===== src/rtl/divider_pkg.sv =====
// Shared definitions for the restoring shift-subtract divider.
package divider_pkg;

   typedef enum logic [1:0] {
      S_IDLE = 2'd0,
      S_RUN  = 2'd1,
      S_DONE = 2'd2
   } state_e;

   // Wide enough to hold BITS itself, not just BITS-1.
   function automatic int cnt_width(input int bits);
      return $clog2(bits) + 1;
   endfunction

endpackage


===== src/rtl/divider_step.sv =====
// One restoring-division step: trial subtract of D from T, restore on borrow.
// Purely combinational.
module divider_step #(
   parameter int BITS = 8
) (
   input  logic [BITS:0]   t_i,
   input  logic [BITS-1:0] d_i,
   output logic [BITS-1:0] r_o,
   output logic            q_o
);

   logic [BITS+1:0] sum;
   logic [BITS+1:0] addend;
   logic [BITS+1:0] carry_in;

   // T + ~D + 1 at BITS+1 bits; the carry out of that width means no borrow.
   assign addend   = {1'b0, ~{1'b0, d_i}};
   assign carry_in = {{(BITS+1){1'b0}}, 1'b1};
   assign sum      = {1'b0, t_i} + addend + carry_in;

   assign q_o = sum[BITS+1];
   assign r_o = q_o ? sum[BITS-1:0] : t_i[BITS-1:0];

endmodule


===== src/rtl/divider.sv =====
// Sequential restoring divider: 2*BITS / BITS, one quotient bit per clock.
// BITS+1 cycles start to o_finished (1 on error); starts during RUN are dropped.
module divider
   import divider_pkg::*;
#(
   parameter int BITS = 8
) (
   input  logic              i_clock,
   input  logic              i_reset,
   input  logic              i_start,
   output logic              o_busy,
   output logic              o_finished,
   output logic              o_divide_by_zero,
   output logic              o_overflow,
   input  logic [2*BITS-1:0] i_dividend,
   input  logic [BITS-1:0]   i_divisor,
   output logic [BITS-1:0]   o_quotient,
   output logic [BITS-1:0]   o_remainder
);

   localparam int            CW   = cnt_width(BITS);
   localparam logic [CW-1:0] LAST = CW'(BITS - 1);

   state_e          state_q;
   logic [CW-1:0]   cnt_q;
   logic [BITS-1:0] r_q;
   logic [BITS-1:0] q_q;
   logic [BITS-1:0] d_q;
   logic            busy_q;
   logic            fin_q;
   logic            dbz_q;
   logic            ovf_q;

   logic [BITS-1:0] r_d;
   logic            qbit_d;
   logic [BITS-1:0] in_hi;

   assign in_hi = i_dividend[2*BITS-1:BITS];

   divider_step #(.BITS(BITS)) u_step (
      .t_i (({r_q, q_q[BITS-1]})),
      .d_i (d_q),
      .r_o (r_d),
      .q_o (qbit_d)
   );

   always_ff @(posedge i_clock) begin
      if (i_reset) begin
         state_q <= S_IDLE;
         cnt_q   <= '0;
         r_q     <= '0;
         q_q     <= '0;
         d_q     <= '0;
         busy_q  <= 1'b0;
         fin_q   <= 1'b0;
         dbz_q   <= 1'b0;
         ovf_q   <= 1'b0;
      end else begin
         case (state_q)
            S_RUN: begin
               r_q   <= r_d;
               q_q   <= {q_q[BITS-2:0], qbit_d};
               cnt_q <= cnt_q + 1'b1;
               if (cnt_q == LAST) begin
                  state_q <= S_DONE;
                  busy_q  <= 1'b0;
                  fin_q   <= 1'b1;
               end
            end
            default: begin
               fin_q   <= 1'b0;
               state_q <= S_IDLE;
               if (i_start) begin
                  d_q   <= i_divisor;
                  cnt_q <= '0;
                  dbz_q <= 1'b0;
                  ovf_q <= 1'b0;
                  // Errors finish immediately with a saturated quotient.
                  if (i_divisor == '0 || in_hi >= i_divisor) begin
                     dbz_q   <= (i_divisor == '0);
                     ovf_q   <= (i_divisor != '0);
                     q_q     <= '1;
                     r_q     <= '0;
                     state_q <= S_DONE;
                     fin_q   <= 1'b1;
                  end else begin
                     r_q     <= in_hi;
                     q_q     <= i_dividend[BITS-1:0];
                     state_q <= S_RUN;
                     busy_q  <= 1'b1;
                  end
               end
            end
         endcase
      end
   end

   assign o_busy           = busy_q;
   assign o_finished       = fin_q;
   assign o_divide_by_zero = dbz_q;
   assign o_overflow       = ovf_q;
   assign o_quotient       = q_q;
   assign o_remainder      = r_q;

endmodule


===== config.mk =====
export PLATFORM = sky130hd
export DESIGN_NAME = divider
export DESIGN_NICKNAME = d
export VERILOG_FILES = /design/src/rtl/divider_pkg.sv /design/src/rtl/divider_step.sv /design/src/rtl/divider.sv
export SDC_FILE = /design/constraint.sdc
export NUM_CORES = 1
export LEC_CHECK = 0
export CELL_PAD_IN_SITES_DETAIL_PLACEMENT = 1
export CELL_PAD_IN_SITES_GLOBAL_PLACEMENT = 1
export CORE_UTILIZATION = 36
export CTS_CLUSTER_SIZE = 24
export DETAILED_ROUTE_END_ITERATION = 10
export PLACE_DENSITY = 0.82
export SETUP_SLACK_MARGIN = 0.2
export SYNTH_ARGS = -nofsm -noshare
export SYNTH_HDL_FRONTEND = slang
export SYNTH_SLANG_ARGS = --single-unit

===== constraint.sdc =====
create_clock -name i_clock -period 2.8 [get_ports i_clock]
set_input_delay 0.84 -clock i_clock [delete_from_list [all_inputs] [get_ports i_clock]]
set_output_delay 0.84 -clock i_clock [all_outputs]
set_load 0.02 [all_outputs]

# Word-level counts from Yosys, hierarchy flattened
# Index checks and enable logic that the tools add are counted.
# Widths: inputs -> output; s select.
# totals
reg_bits,34
latchBits,0
ram_bits,0
romBits,0
output_inout_bits,20
wordCells,48
mem_count,0
# classes
add_sub_neg,3
multipliers,0
div,0
order_cmp,1
n_eq_ne,4
shifts,0
muxes,23
n_bitwise,2
n_reduce_logical,6
# op_table
operator,count
$mux 8,7
$add 10x1->10 const B,1
$add 9x9->10,1
$mux 1,10
$not 8->9,1
$ge 8x8->1,1
$logic_not 8->1,1
$mux 2,4
$mux 4,2
$reduce_bool 8->1,1
$add 4x1->4 const B,1
$eq 4x3->1 const B,1
$reduce_and 3->1,1
$eq 2x1->1 const B,1
$ne 2x1->1 const B,1
$ne 2x2->1 const B,1
$reduce_and 2->1,1
$reduce_bool 2->1,1
$logic_or 1x1->1,1
$not 1->1,1

# Depth between registers and ports, before layout
# depth
depth_word,5
mapped_depth,10
depth_no_buf,10

# Hierarchy
# Synthesis repeated with hierarchy kept, for this count alone.
# hier_totals
hier_cells,264
hier_area_um2,2229.6
# modules_own_cells
mod,instances,cells_each,area_each_um2,seq_area_each_um2
divider,1,204,1732.9,660.6
divider_step,1,60,496.7,0.0

# Worst setup path before layout
# Ideal clock, no wire load.
# synth_path
path_type,input to register
from,in i_dividend[8]
to,"reg r_q[7], in the netlist o_remainder[7]"
setup_time_ns,0.067
arrival_ns,2.387
path_slack_ns,0.346
stages,8
path_cell_list,inv_1 -> ha_1 -> nand2b_1 -> a2111oi_4 -> o311ai_2 -> or3b_1 -> o311a_1 -> o21ai_2
# synth_via
elab_chain_len,5
# synth_lines
element,line_no,source
start: declaration,divider.sv:15,"input logic [2*BITS-1:0] i_dividend,"
$ge 8x8->1,divider.sv:79,if (i_divisor == '0 || in_hi >= i_divisor) begin
$logic_or 1x1->1,divider.sv:79,
$mux 8,divider.sv:79,
$mux 8,divider.sv:73,if (i_start) begin
$mux 8,divider.sv:59,case (state_q)
end signal: assignment,divider.sv:61,r_q <= r_d;
end signal: assignment,divider.sv:87,r_q <= in_hi;
end: declaration,divider.sv:26,logic [BITS-1:0] r_q;
# Every way passes these cells. The select of a mux whose other input is x is not followed.
# A chain may end at the register's enable or synchronous reset.

# Worst setup path after layout
# layout_path
from,in i_dividend[10]
to,"reg r_q[7], in the netlist o_remainder[7]"
# Same word-level chain as after synthesis.

==> reports/results.txt <==
Final Hold Viols = 0
Gate Count Post-Synth = 236
Worst-Skew Late Latency = 0.29 ns
remaining antenna violation count = 0
Tot Pwr = 1.554 mW
most common cell after layout, fill and taps aside = dfxtp_1
sequential-to-total area share from yosys stat = 33.57%
r2r worst-path depth = 8
Mapped Nets = 281
Vias/cell = 5.411
Hold Crit Endpoint = d_q[5]
grt total ovfl = 0
Num CTS Buffers = 5
synth-to-layout area growth = 47.11%
status = finished, final reports clean
max frequency = 385.2 MHz
Starting DRT DRC Count = 79
I/O pins = 47
gr usage total = 23.59%
DRT Wirelength = 7081 um
DR pass1 iterations = 4
CP endpoint kind = flop
Cell Pwr Density = 536.6 mW/mm2
final setup TNS = 0 ns
relative slew slack = 22.80%
Setup crit start kind = input port
Clock transition at path regs = 0.08 ns
Lkg Pwr = 1.291 nW
Worst Hold Depth = 2
hpwl dp = 4644 um
required time of the critical path = 3.03 ns
routability cong. = 0.8124
Setup-failing EPs final = 0
pre-CTS WS = -0.2586 ns
drt drc = 0
filler cell count = 611
share of layout cells above drive strength 1 = 18.06%
actual slew at the worst max-slew pin = 1.149 ns
Arrival @ worst endpoint = 2.83 ns
Setup CP Type = input port to flop
Final WS setup = 0.2041 ns
Clock Sinks = 33
count of cell types in the netlist = 48
hold buffer count at cts = 0
initial antenna violation count = 0
Worst Path Max Fanout = 4
via count = 2056
RR Startpoint = d_q[6]
RSZ-0062 raised after global routing = yes
core footprint = 0.005172 mm2
Post-synth EDFFs = 0
fin crit period = 2.596 ns
cell area after synthesis = 0.001968 mm2
Starting Density = 38.05%
Hold Startpoint = d_q[5]
vias in the first global route = 2130
most frequent cells in the layout = 33 x dfxtp_1, 32 x a21oi_1, 31 x clkdlybuf4s50_1
Most used DFF post-synth = dfxtp_1
synth warn = 0
Vert. Die Dim = 75.94 um
chip width = 75.94 um
syn_area_per_cell = 8.340 um2
worst min path class = flop to flop
area of the multi-input gates = 0.001304 mm2
H-tree depth = 2
Clock Skews = 0.007973 ns
asr flop ratio synth = 0%
sequential cell area = 660.6 um2
Synth Register Bits = 33
clk root buf = clkbuf_8
max-slew violations = 0
nets@finish = 354
CTS tree = built
RR Endpoint = o_remainder[0]
ant diodes = 0
first-pass GRT wire length = 10760 um
pin count of the biggest net entering global routing = 31
full die area = 0.005767 mm2
Peak supply drop = 0.0002448 V
Clock Path Buffers = 2
Tcrit/Tclk final = 92.71%
Rows = 26
max-cap violations = 0
reg2reg setup slack = 0.51 ns
port bufs = 46
wire per inst = 18.63 um
## worst max-delay path by stage
stage	startpoint	to	slack, ns	cells past startpoint
global route	i_dividend[10]	o_remainder[7]	0.19	8
CTS	i_divisor[7]	o_remainder[5]	0.18	8
global placement	i_dividend[8]	o_quotient[0]	-0.18	9
detailed placement	i_divisor[7]	o_quotient[0]	-0.26	9
floorplan	i_dividend[8]	o_remainder[7]	0.35	8
finish	i_dividend[10]	o_remainder[7]	0.20	8
## synthesized netlist by cell type, types with 3 or more instances
| cell | count | share of area, % |
|---|---|---|
| ha_1 | 17 | 11 |
| inv_1 | 18 | 3.4 |
| a21o_1 | 5 | 1.9 |
| o21ai_1 | 7 | 1.8 |
| and3_1 | 8 | 2.5 |
| a22oi_1 | 6 | 2.3 |
| nor3_1 | 6 | 1.5 |
| clkbuf_1 | 4 | 0.76 |
| dfxtp_1 | 33 | 34 |
| mux2i_1 | 5 | 2.5 |
| o21ai_0 | 8 | 2.0 |
| nand2_1 | 26 | 5.0 |
| xor2_1 | 3 | 1.3 |
| nor2_1 | 14 | 2.7 |
| a21oi_1 | 33 | 8.4 |
| xnor2_1 | 3 | 1.3 |
| nand2b_1 | 4 | 1.3 |
## worst max-delay path, stage by stage
cell	delay, ns
clkdlybuf4s50_1	0.53
ha_2	0.29
o21a_1	0.18
nor2_2	0.23
o311ai_4	0.15
or3b_1	0.40
o311a_1	0.15
o21ai_2	0.06
## metrics by stage
stage	instance area, um2	instances	hold WS, ns	util [%]
3_5_place_dp	2658	368	0.4492	51.38
3_3_place_gp	2658	368	0.4430	51.38
2_1_floorplan	1968	236	0.4363	-
4_1_cts	2841	379	0.4591	54.93
5_1_grt	2895	380	0.4977	55.97
6_report	2895	380	0.4563	55.97
## layout make-up
class	count	area share, %
well taps	70	3.025
repair buffers	73	23.81
clock buffers	6	2.506
flip-flops and latches	33	22.82
multi-input cells	177	45.03
inverters	19	2.463
clock inverters	2	0.3457
## cell families after synthesis
kind of cell	synth area share [%]
xor gates and xnor gates	2.671
AOI/OAI and AO/OA	26.07
adders and majority gates	11.82
and+or+nand+nor	17.74
buffers and inverters	5.594
DFF	33.57
muxes	2.543
## metal layers
metal | up-vias | GRT usage, % | wire (um)
met1 | 1006 | 28.24 | 3171
met5 | - | 0 | 0
met4 | 0 | 5.385 | 104
met2 | 45 | 43.45 | 3596
li1 | 992 | - | -
met3 | 13 | 4.217 | 208
## registers in the layout, summed over array words and instances, names as in the netlist
register and cells:
d_q 8, o_quotient 8, o_remainder 8, cnt_q 4, o_busy 1, o_divide_by_zero 1
o_finished 1, o_overflow 1, state_q 1
## timing repair
item | in CTS | in global routing
buffers inserted | 2 | 1
endpoints found under the setup margin | 17 | 17
cloned | 1 | 0
pin swaps | 8 | 4
gates resized for setup | 16 | 17
## power breakdown
part           switching, mW  internal, mW  leakage [nW]
Clock                  0.192         0.173        0.0450
Combinational          0.343         0.297         0.975
Sequential            0.0372         0.512         0.271
Note: power is estimated with default switching activity, not from simulation.
